==> config.mk <==
export PLATFORM = sky130hd
export DESIGN_NAME = priority_arbiter_4req
export DESIGN_NICKNAME = d
export VERILOG_FILES = /design/src/rtl/priority_arbiter_4req.sv
export SDC_FILE = /design/constraint.sdc
export NUM_CORES = 1
export LEC_CHECK = 0
export ABC_AREA = 0
export BUFFER_PORTS_ARGS = -buffer_cell sky130_fd_sc_hd__buf_2
export CAP_MARGIN = 20
export CORE_MARGIN = 2
export CORE_UTILIZATION = 51
export DETAILED_ROUTE_END_ITERATION = 8
export GPL_TIMING_DRIVEN = 1
export PLACE_DENSITY = 0.81
export SLEW_MARGIN = 20
export SYNTH_ARGS = -nofsm -noshare
export SYNTH_HDL_FRONTEND = slang
export SYNTH_SLANG_ARGS = --single-unit
==> constraint.sdc <==
create_clock -name clk -period 2.02 [get_ports clk]
set_input_delay 0.606 -clock clk [delete_from_list [all_inputs] [get_ports clk]]
set_output_delay 0.606 -clock clk [all_outputs]
set_load 0.005 [all_outputs]
==> src/rtl/priority_arbiter_4req.sv <==
// Four-requester arbiter with grant lock, hold-time limit and a mandatory idle gap between grants.
// Define ROUND_ROBIN_EN for rotating priority; the default build uses fixed priority 3>2>1>0.
//
// state | meaning
// IDLE  | no owner; arbitrate on req each edge
// GRANT | one requester owns the resource; hold counter runs
module priority_arbiter_4req #(
    parameter int MAX_HOLD = 16,
    parameter int CNT_W    = 5
) (
    input  logic       clk,
    input  logic       rst_n,
    input  logic [3:0] req,
    input  logic       done,
    output logic [3:0] gnt,
    output logic [1:0] gnt_id,
    output logic       gnt_vld,
    output logic       timeout
);

    typedef enum logic {IDLE = 1'b0, GRANT = 1'b1} state_t;

    localparam logic [CNT_W-1:0] HOLD_LAST = (MAX_HOLD == 0) ? '0 : CNT_W'(MAX_HOLD - 1);
    localparam logic [CNT_W-1:0] CNT_MAX   = '1;

    state_t           state;
    state_t           state_nxt;
    logic             run;
    logic [CNT_W-1:0] cnt;
    logic [CNT_W-1:0] cnt_nxt;
    logic [1:0]       last_id;
    logic [1:0]       last_id_nxt;
    logic [3:0]       gnt_nxt;
    logic [1:0]       gnt_id_nxt;
    logic             gnt_vld_nxt;
    logic             timeout_nxt;
    logic [1:0]       win_id;
    logic             win_vld;
    logic [1:0]       idx;
    logic             owner_req;
    logic             expired;
    logic             release_g;

`ifdef ROUND_ROBIN_EN
    // Walk from lowest to highest priority so the highest-priority hit is written last.
    always_comb begin
        win_vld = 1'b0;
        win_id  = last_id;
        idx     = last_id;
        for (int k = 4; k >= 1; k--) begin
            idx = last_id - 2'(k);
            if (req[idx]) begin
                win_vld = 1'b1;
                win_id  = idx;
            end
        end
    end
`else
    always_comb begin
        idx     = last_id;
        win_vld = |req;
        if (req[3])      win_id = 2'd3;
        else if (req[2]) win_id = 2'd2;
        else if (req[1]) win_id = 2'd1;
        else             win_id = 2'd0;
    end
`endif

    assign owner_req = req[gnt_id];
    assign expired   = (MAX_HOLD != 0) && (cnt == HOLD_LAST);
    assign release_g = done || !owner_req || expired;

    // run holds arbitration off for the first edge after reset release,
    // so a fresh grant never races the deassertion of rst_n.
    always_ff @(posedge clk or negedge rst_n) begin
        if (!rst_n) begin
            run     <= 1'b0;
            state   <= IDLE;
            cnt     <= '0;
            last_id <= 2'd0;
            gnt     <= 4'd0;
            gnt_id  <= 2'd0;
            gnt_vld <= 1'b0;
            timeout <= 1'b0;
        end else begin
            run     <= 1'b1;
            state   <= state_nxt;
            cnt     <= cnt_nxt;
            last_id <= last_id_nxt;
            gnt     <= gnt_nxt;
            gnt_id  <= gnt_id_nxt;
            gnt_vld <= gnt_vld_nxt;
            timeout <= timeout_nxt;
        end
    end

    always_comb begin
        state_nxt = state;
        case (state)
            IDLE:    if (run && win_vld) state_nxt = GRANT;
            GRANT:   if (release_g)      state_nxt = IDLE;
            default: state_nxt = IDLE;
        endcase
    end

    always_comb begin
        gnt_nxt     = gnt;
        gnt_id_nxt  = gnt_id;
        gnt_vld_nxt = gnt_vld;
        timeout_nxt = 1'b0;
        cnt_nxt     = cnt;
        last_id_nxt = last_id;
        case (state)
            IDLE: begin
                if (run && win_vld) begin
                    gnt_nxt     = 4'(4'b0001 << win_id);
                    gnt_id_nxt  = win_id;
                    gnt_vld_nxt = 1'b1;
                    cnt_nxt     = '0;
                    last_id_nxt = win_id;
                end else begin
                    gnt_nxt     = 4'd0;
                    gnt_vld_nxt = 1'b0;
                end
            end
            GRANT: begin
                if (release_g) begin
                    gnt_nxt     = 4'd0;
                    gnt_vld_nxt = 1'b0;
                    // A cooperative release on the expiry cycle is not a timeout.
                    timeout_nxt = expired && !done && owner_req;
                end else if (cnt != CNT_MAX) begin
                    cnt_nxt = cnt + 1'b1;
                end
            end
            default: begin
                gnt_nxt     = 4'd0;
                gnt_vld_nxt = 1'b0;
            end
        endcase
    end

endmodule

* After elaboration in Yosys (flattened, before gate mapping)
Index checks and enable logic that the tools add are counted. W data, S select, Z words.
Word-level totals: register bits after elaboration 15, bits of input ports 7, output and inout bits 8, logic and storage cells 46
Operators by class: $add $sub $neg 1, order comparisons 1, eq/ne operators 6, shifts and indexed selects 1, muxes and demuxes 19, bitwise logic cells 1, reduce and logical (&&, ||, !) cells 10
Operators with widths (count):
- $mux W5 | 3
- $pmux W5 S2 | 1
- $mux W4 | 2
- $pmux W4 S2 | 1
- $mux W1 | 7
- $add A5 B1 Y5 const B | 1
- $eq A5 B4 Y1 const B | 1
- $ne A5 B5 Y1 const B | 1
- $mux W2 | 2
- $ne A2 B1 Y1 const B | 2
- $ne A2 B2 Y1 const B | 2
- $pmux W1 S2 | 2
- $reduce_or A4 Y1 | 1
- $shl A1 B2 Y4 const A | 1
- $logic_and A1 B1 Y1 | 3
- $lt A2 B3 Y1 const B | 1
- $reduce_and A3 Y1 | 1
- $bmux W1 S2 | 1
- $logic_not A1 Y1 | 2
- $logic_or A1 B1 Y1 | 2
- $reduce_and A2 Y1 | 1
- $not A1 Y1 | 1

* Logic depth before layout (Yosys ltp)
Gate-level depths: netlist of the first run.
word-level depth 7, depth in mapped cells 6, depth with buffers taken out 6

* Worst setup path after synthesis of the first run
No wires, ideal clock.
kind input-to-reg, from input port req[3], to register cnt[3], library setup time 0.086 ns, arrival 1.506 ns, data required time 1.934 ns, slack 0.428 ns, stages 4, buffers on the path 0, cell sequence or2_1 -> o31a_1 -> a21o_2 -> o221ai_2
On the way: word-level cells in the longest chain between the ends 7, elaborated cells between the ends (all ways) 10, those cells by class 2 x eq/ne; 2 x mux; 6 x reduce/logical
RTL lines:
- from (decl) | RTL line 13 | input logic [3:0] req,
- $bmux W1 S2 | RTL line 69 | assign owner_req = req[gnt_id];
- $mux W1 (not written as such) | RTL line 69
- $logic_not A1 Y1 | RTL line 71 | assign release_g = done || !owner_req || expired;
- $logic_or A1 B1 Y1 (2 in series) | RTL line 71
- $ne A2 B2 Y1 (no line)
- $reduce_and A3 Y1 (no line) *
- to (signal assigned) | RTL line 88 | cnt <= cnt_nxt;
- to (decl) | RTL line 29 | logic [CNT_W-1:0] cnt;
Mark *: on every way between the ends. The rest lies on a longest branch, timed or not. The select of a mux whose other input is x is not followed. A chain may end at the register's enable or synchronous reset.

* Worst setup path after layout of the first run
from register cnt[0], to register cnt[4]
On the way: word-level cells in the longest chain between the ends 4, elaborated cells between the ends (all ways) 10, those cells by class 1 x add/sub; 4 x eq/ne; 3 x mux; 2 x reduce/logical
RTL lines (RTL line):
- $add A5 B1 Y5 or $eq A5 B4 Y1 (tied branches) | 133, 70
- $mux W5 or $logic_or A1 B1 Y1 (tied branches) | 132, 71
- $mux W5 or $ne A2 B2 Y1 (tied branches)
- $pmux W5 S2 or $reduce_and A3 Y1 (tied branches)
Parallel ways exist; a longest one is shown, timed or not. The select of a mux whose other input is x is not followed.

==> run_results.csv, run 1 <==
group,metric,value,unit
status,outcome,"completed",
critical_path,critPathBufInv,0,
die,die_h,42.4,µm
synth,yosys.area.top_type,"dfrtp_1",
synth,synth_nets,74,
synth,async_reset_ff_share,100,%
critical_path,regToRegStartpoint,"cnt[0]",
critical_path,rr_endpoint,"cnt[4]",
clock_tree,tritoncts,"yes",
synth,avgSynthCellArea,11.7,µm²
cells_and_area,fillers,109,
clock_tree,holdBufCountCts,0,
power_and_ir_drop,vdd_drop_max,0.514,mV
critical_path,worstSetupEndpoint,"cnt[4]",
timing,period_minus_slack,1710,ps
synth,synth-edff-count,0,
die,die_x,42.4,µm
clock_tree,cts_buffers,3,
critical_path,crit_slowest_cell,"dfrtp_1",
die,core_area,0.00133,mm²
timing,worst_pin_slew,521,ps
synth,yosys-top-cells-area,"dfrtp_1 (50%), mux2i_1 (6.7%), ha_1 (5.0%)",
timing,fmax,0.586,GHz
clock_tree,cts_resized,0,
critical_path,crit_path_cell_trace,"ha_1 -> and3_1 -> ha_1 -> nor2_1 -> nand2_2 -> mux2i_1",
routing,dr.pass1.iters,4,
timing,fin_crit_sh,84.4,%
cells_and_area,drive_gt1_share,32.9,%
die,io_pins,15,
run,maxCapViolCount,0,
routing,drcViolationCount,0,
routing,wirelength,1480,µm
clock_tree,htree_levels,1,
global_routing,grt_pass1_wl,2540,µm
timing,setup_tns,0,ps
global_routing,grt_overflow,0,
cells_and_area,multi_input_area,357,µm²
synth,ys_seq_area_share,50.0,%
routing,drt_iter0_drc,7,
die,rows,13,
critical_path,critPathLaunch,"cnt[0]",
cells_and_area,diodes,0,
global_routing,grt_max_degree,16,
critical_path,end_kind,"flop",
global_routing,grt_antenna_before_repair,0,
synth,yosysUniqueCellTypes,28,
critical_path,cp_max_fo,4,
routing,drtAntennaViolNets,0,
critical_path,required,2200,ps
synth,synth_seq_cells,15,
critical_path,r2r_slack,310,ps
critical_path,crit_cells,6,
timing,rsz0062_at_grt,"false",
power_and_ir_drop,p_per_area,878,mW/mm²
routing,via_per_inst,5.65,
critical_path,worst_path_largest_cell_delay,430,ps
synth,syn_inst,64,
die,start_util,56.3,%
clock_tree,clockBufferDepth,2,
global_routing,first_global_vias,529,
clock_tree,cts-root-buf,"clkbuf_4",
cells_and_area,syn2layout_area_growth,15.3,%
critical_path,path_class,"reg2reg",
worst_hold_path,hp-class,"in2async",
timing,skew,1.43,ps
critical_path,crit_top_cell,"ha_1",
timing,relSlewSlack,65.0,%
critical_path,r2r_cells,6,
cells_and_area,seq_area,375,µm²
critical_path,startpoint_type,"flop",
placement,gp_congestion,0.832,
synth,synth-main-ff-cell,"dfrtp_1",
cells_and_area,nNetsFinal,93,
timing,setup_viol,0,
synth,yosysWarnings,0,
synth,syn_area,751,µm²
clock_tree,post-cts-setup-buffers,0,
critical_path,crit_arrival,1880,ps
critical_path,crit_family,"simple AND/OR/NAND/NOR gates",
clock_tree,clock_latency,290,ps
clock_tree,cts.sink_count,15,
global_routing,grt.total_usage,19.7,%
clock_tree,clk_pin_slew,90,ps
routing,wl_per_cell,15.3,µm
placement,port_buffers,14,
timing,drv_slew,0,
timing,hold_viol,0,
placement,detailed_place_hpwl,1090,µm
power_and_ir_drop,p_leak,0.458,nW
routing,vias,548,
synth,synth_top_area_share,50.0,%
die,dieArea,0.00179,mm²
power_and_ir_drop,fin_total_pwr,0.000760,W
==> cells in the mapped netlist, types with 2 or more instances <==
library cell / number
nand3b_1: 3
inv_1: 5
mux2i_1: 5
or2_1: 2
dfrtp_1: 15
nand2_1: 3
a22o_1: 2
nand3_1: 2
and2b_4: 2
nor2_1: 3
ha_1: 3
a32o_2: 3
==> worst min-delay path by stage <==
stage / start / end / slack [ps] / cells past startpoint
finish: rst_n / timeout / 210 / 1
global route: rst_n / timeout / 220 / 1
CTS: rst_n / timeout / 210 / 1
detailed placement: gnt_vld / gnt_vld / 470 / 1
global placement: gnt[2] / gnt[2] / 480 / 1
floorplan: rst_n / cnt[0] / 310 / 0
==> registers in the layout (all words and copies together) (netlist names) <==
register,cells
cnt,5
timeout,1
gnt_vld,1
gnt_id,2
run,1
gnt,4
state,1
==> stage by stage <==
| stage | hold WS, ps | std cells | cell area [µm²] | util (%) | setup WS (ps) |
|---|---|---|---|---|---|
| floorplan | 310 | 64 | 751 | - | 428 |
| global placement | 476 | 93 | 840 | 62.9 | 222 |
| detailed placement | 469 | 93 | 840 | 62.9 | 167 |
| CTS | 212 | 97 | 866 | 64.9 | 319 |
| global route | 217 | 97 | 866 | 64.9 | 203 |
| finish | 207 | 97 | 866 | 64.9 | 314 |
==> cell type report <==
type | count | area share [%]
clock buffers | 4 | 3.03
inverters | 5 | 2.17
multi-input cells | 44 | 41.2
flip-flops and latches | 15 | 43.4
well taps | 15 | 2.17
repair buffers | 14 | 8.09
==> routing by layer <==
metal	global-route usage [%]	routed length [µm]	part of all wire, %
met1	26.1	692	47
met2	28.9	685	46
met3	6.47	71	4.8
met4	9.38	33	2.2
met5	0	0	0
==> where the power goes <==
part	internal (W)	switching, W
clock network	0.0000768	0.0000977
registers	0.000349	0.0000530
logic	0.0000930	0.0000906
total	0.000519	0.000241
==> cells in the final DEF, fill, tap and decap left out, types with 2 or more instances in the layout <==
cell,instances
a22o_1,2
buf_2,14
and2b_4,2
clkbuf_4,3
nand2_1,3
mux2i_1,5
nor2_1,3
dfrtp_1,15
ha_1,3
nand3_1,2
nand3b_1,3
inv_1,5
a32o_2,3
or2_1,2
==> logic make-up after synthesis <==
group / share of synthesized area (%)
flops: 50.0
buf+inv: 2.50
compound gates: 17.3
mux: 6.67
simple gates: 18.0
other cells: 0.500
fa+ha+maj: 5.00
(Power assumes the default switching activity.)
==> inputs of run 2 (changes only) <==
==> constraint.sdc (replaced) <==
create_clock -name clk -period 1.71 [get_ports clk]
set_input_delay 0.513 -clock clk [delete_from_list [all_inputs] [get_ports clk]]
set_output_delay 0.513 -clock clk [all_outputs]
set_load 0.005 [all_outputs]
==> run 2 against run 1 <==
Compared with the run above: combinational power rose by 33%; sequential power up 16%; sequential share of layout area decreased by 1.6 points; worst hold slack got worse by 110 ps; final cell count up 4.1%.
==> run_results.csv, run 2 (same netlist as run 1, synthesis figures left out) <==
group,metric,value,unit
status,outcome,"completed",
timing,rsz0062_at_grt,"false",
cells_and_area,seq_area,375,µm²
critical_path,startpoint_type,"flop",
routing,dr.pass1.iters,4,
routing,wl_per_cell,13.2,µm
routing,met2WireLength,594,µm
clock_tree,clock_latency,290,ps
critical_path,cp_max_fo,3,
routing,m1WireLength,639,µm
routing,drt_iter0_drc,12,
power_and_ir_drop,p_leak,0.481,nW
routing,drcViolationCount,0,
die,core_area,0.00133,mm²
routing,drtAntennaViolNets,0,
clock_tree,cts.sink_count,15,
die,start_util,56.3,%
cells_and_area,diodes,0,
run,maxCapViolCount,0,
power_and_ir_drop,vdd_drop_max,0.685,mV
critical_path,required,1880,ps
placement,dp_slack,35.0,ps
power_and_ir_drop,fin_total_pwr,0.000914,W
routing,via_per_inst,5.45,
clock_tree,cts-root-buf,"clkbuf_4",
die,io_pins,15,
power_and_ir_drop,p_per_area,1020,mW/mm²
placement,gp_congestion,0.769,
timing,drv_slew,0,
die,dieArea,0.00179,mm²
global_routing,first_global_vias,531,
cells_and_area,largestRegisters,"cnt x5, gnt x4, gnt_id x2",
critical_path,end_kind,"flop",
global_routing,grt_overflow,0,
cells_and_area,syn2layout_area_growth,19.8,%
cells_and_area,final_cell_mix,"dfrtp_1 (15), buf_2 (14), mux2i_1 (5), inv_1 (5), buf_4 (4)",
routing,vias,550,
cells_and_area,multi_input_area,359,µm²
die,die_h,42.4,µm
cells_and_area,largest-register,"cnt",
timing,hold_viol,0,
timing,hold_ws,101,ps
clock_tree,post-cts-setup-buffers,0,
routing,top_layer,"met4",
timing,fin_crit_sh,92.9,%
routing,wirelength,1340,µm
placement,detailed_place_hpwl,1020,µm
placement,port_buffers,14,
cells_and_area,drive_gt1_share,38.4,%
timing,setup_viol,0,
timing,fmax,0.630,GHz
cells_and_area,fillers,104,
cells_and_area,final_common_cell,"dfrtp_1",
cells_and_area,finish.utilization,67.4,%
cells_and_area,largest_register_ffs,5,
die,rows,13,
critical_path,path_class,"reg2reg",
global_routing,grt_pass1_wl,2370,µm
timing,skew,4.61,ps
global_routing,grt_antenna_before_repair,0,
global_routing,grt.total_usage,18.1,%
clock_tree,tritoncts,"yes",
clock_tree,clockBufferDepth,2,
die,die_x,42.4,µm
clock_tree,cts_buffers,3,
critical_path,crit_arrival,1760,ps
timing,finalWorstSetupSlack,122,ps
clock_tree,clk_pin_slew,90,ps
timing,period_minus_slack,1590,ps
timing,setup_tns,0,ps
cells_and_area,nNetsFinal,97,
clock_tree,htree_levels,1,
worst_hold_path,hp-class,"in2async",
routing,route.met3.wl,64,µm
global_routing,grt_max_degree,16,
==> run 2: changes by cell type in the layout (fill, tap and decap cells not counted), sizes merged <==
cell / delta
buf: +4
clkinv: +1
clkbuf: -1
==> run 2: what timing repair did <==
action / in CTS / in global routing
hold buffers: 0 / 0
endpoints found under the setup margin: 0 / 5
resized for setup: 0 / 1
==> run 2: worst paths after layout <==
| kind | slack, ps | cells after the start | start | to |
|---|---|---|---|---|
| min in group clk | 490 | 1 | gnt_vld | gnt_vld |
| max | 120 | 6 | cnt[0] | cnt[3] |
| max reg2reg | 120 | 6 | cnt[0] | cnt[3] |
| min reg2reg | 490 | 1 | gnt_vld | gnt_vld |
| min | 100 | 1 | rst_n | gnt_id[0] |
| max in group asynchronous | 1360 | 1 | rst_n | cnt[1] |
==> run 2: critical path: stages, from the launching register on <==
cell and delay [ps]:
dfrtp_1 400, ha_1 220, and3_1 210, ha_1 200, nor2_2 170, a21o_2 180, o221ai_2 90
==> run 2: metrics by stage <==
step,std cells,area (µm²)
global route,101,900
finish,101,900
global placement,97,870
CTS,101,897
detailed placement,97,870
floorplan,64,751
==> run 2: final cells by class <==
class	count	share of cell area (%)
multi-input combinational	44	39.9
clock inverter	1	0.556
clock buffer	3	2.50
inverter	5	2.09
timing repair buffer	18	11.1
sequential	15	41.7
tap	15	2.09
==> run 2: routing by layer <==
| layer | global-route usage [%] | vias to the layer above |
|---|---|---|
| met5 | 0 | - |
| li1 | - | 276 |
| met1 | 25.5 | 254 |
| met4 | 11.3 | 0 |
| met3 | 3.88 | 5 |
| met2 | 24.9 | 15 |
==> run 2: report_power, final <==
group          switching, W  total [W]  internal (W)
sequential        0.0000560   0.000468      0.000412
combinational      0.000114   0.000244      0.000131
clock              0.000114   0.000201     0.0000871
==> inputs of run 3 (changes only) <==
--- a/config.mk
+++ b/config.mk
@@ -12,6 +12,7 @@
 export CORE_UTILIZATION = 51
 export DETAILED_ROUTE_END_ITERATION = 8
 export GPL_TIMING_DRIVEN = 1
+export MAX_ROUTING_LAYER = met4
 export PLACE_DENSITY = 0.81
 export SLEW_MARGIN = 20
 export SYNTH_ARGS = -nofsm -noshare
==> run 3 against run 2 <==
Compared with the run above: critical path type unchanged; sequential power is essentially flat; via count did not move; maximum frequency is 0.16% lower.
==> run_results.csv, run 3 (same netlist as run 1, synthesis figures left out) <==
group,metric,value,unit
critical_path,startpoint_type,"flop",
cells_and_area,largest-register,"cnt",
clock_tree,post-cts-setup-buffers,0,
clock_tree,cts.sink_count,15,
timing,period_minus_slack,1590,ps
routing,wl_per_cell,13.2,µm
critical_path,required,1880,ps
cells_and_area,largest_register_ffs,5,
clock_tree,clockBufferDepth,2,
global_routing,grt_pass1_wl,2370,µm
clock_tree,clk_pin_slew,90,ps
timing,hold_viol,0,
placement,dp_slack,35.0,ps
critical_path,path_class,"reg2reg",
timing,fin_crit_sh,93.0,%
power_and_ir_drop,p_per_area,1020,mW/mm²
die,rows,13,
power_and_ir_drop,vdd_drop_max,0.686,mV
clock_tree,clock_latency,290,ps
critical_path,r2r_cells,6,
routing,drcViolationCount,0,
clock_tree,cts_resized,0,
critical_path,cp_max_fo,3,
routing,dr.pass1.iters,4,
cells_and_area,syn2layout_area_growth,19.8,%
clock_tree,tritoncts,"yes",
power_and_ir_drop,pwr-share-comb,26.7,%
die,die_h,42.4,µm
critical_path,regToRegStartpoint,"cnt[0]",
timing,rsz0062_at_grt,"false",
power_and_ir_drop,p_seq_share,51.2,%
critical_path,rr_endpoint,"cnt[3]",
die,start_util,56.3,%
global_routing,first_global_vias,529,
timing,skew,4.41,ps
critical_path,end_kind,"flop",
timing,drv_slew,0,
cells_and_area,final_common_cell,"dfrtp_1",
critical_path,r2r_slack,120,ps
placement,gp_congestion,0.779,
timing,setup_tns,0,ps
cells_and_area,largestRegisters,"cnt x5, gnt x4, gnt_id x2",
global_routing,grt_overflow,0,
clock_tree,cts-root-buf,"clkbuf_4",
routing,drt_iter0_drc,13,
global_routing,grt_antenna_before_repair,0,
timing,setup_viol,0,
global_routing,grt_max_degree,16,
routing,wirelength,1340,µm
cells_and_area,nNetsFinal,97,
power_and_ir_drop,switchingPower,0.000284,W
status,outcome,"completed",
worst_hold_path,hp-class,"in2async",
run,maxCapViolCount,0,
die,io_pins,15,
cells_and_area,finalNonFillerCells,101,
global_routing,grt.total_usage,18.6,%
power_and_ir_drop,clkPwrFrac,22.1,%
routing,drtAntennaViolNets,0,
placement,port_buffers,14,
routing,via_per_inst,5.45,
die,dieArea,0.00179,mm²
critical_path,crit_arrival,1760,ps
power_and_ir_drop,p_int,0.000630,W
placement,detailed_place_hpwl,1020,µm
power_and_ir_drop,p_sw_share,31.1,%
cells_and_area,diodes,0,
die,die_x,42.4,µm
clock_tree,cts_buffers,3,
clock_tree,htree_levels,1,
cells_and_area,final_cell_mix,"dfrtp_1 (15), buf_2 (14), mux2i_1 (5), inv_1 (5), buf_4 (4)",
cells_and_area,fillers,104,
timing,fmax,0.629,GHz
die,core_area,0.00133,mm²
timing,finalWorstSetupSlack,119,ps
clock_tree,holdBufCountCts,0,
routing,vias,550,
cells_and_area,drive_gt1_share,38.4,%
placement,placedCellCount,97,
power_and_ir_drop,p_leak,0.481,nW
==> run 3: cell counts in the layout (fill, tap and decap cells not counted) <==
No cell type changed its count.
==> run 3: layout make-up <==
type	count	area (µm²)	area share [%]
clock buffer	3	22.5	2.50
sequential	15	375	41.7
clock inverter	1	5.00	0.556
tap	15	18.8	2.09
inverter	5	18.8	2.09
timing repair buffer	18	100	11.1
multi-input combinational	44	359	39.9
==> run 3: power by group through the flow <==
stage                     clock (W)  sequential (W)  combinational, W
after CTS                  0.000206        0.000466          0.000246
after global routing       0.000218        0.000475          0.000271
after detailed placement          0        0.000474          0.000245
final                      0.000202        0.000468          0.000244
after global placement            0        0.000472          0.000240
after floorplan                   0        0.000467          0.000148
==> run 3: critical path, cell delays in order, from the launching register on <==
cell and delay [ps]:
dfrtp_1 400, ha_1 220, and3_1 210, ha_1 220
nor2_2 150, a21o_2 180, o221ai_2 90
==> run 3: metrics by stage <==
stage / power (W) / area, µm² / utilization [%] / hold slack, ps
after detailed placement: 0.000719 / 870 / 65.2 / 430
after global placement: 0.000711 / 870 / 65.2 / 423
final: 0.000914 / 900 / 67.4 / 100
after global routing: 0.000964 / 900 / 67.4 / 136
after floorplan: 0.000615 / 751 / - / 217
after CTS: 0.000918 / 897 / 67.3 / 114
==> run 3: per-layer routing <==
layer  up-vias  global-route usage [%]  share of wire, %  routed length [µm]
li1        276                       -                 -                   -
met1       254                    25.5                48                 639
met2        15                    24.9                44                 594
met3         5                    3.88               4.8                  64
met4         0                    11.3               2.8                  37
met5         -                       -                 0                   0
==> run 3: worst max-delay path by stage <==
stage	start	end	slack [ps]	cells after the start
2_1_floorplan	cnt[0]	cnt[3]	160	6
4_1_cts	cnt[0]	cnt[3]	40	6
3_3_place_gp	req[3]	cnt[3]	60	5
3_5_place_dp	req[3]	cnt[3]	30	5
5_1_grt	cnt[1]	cnt[1]	4	6
6_report	cnt[0]	cnt[3]	120	6
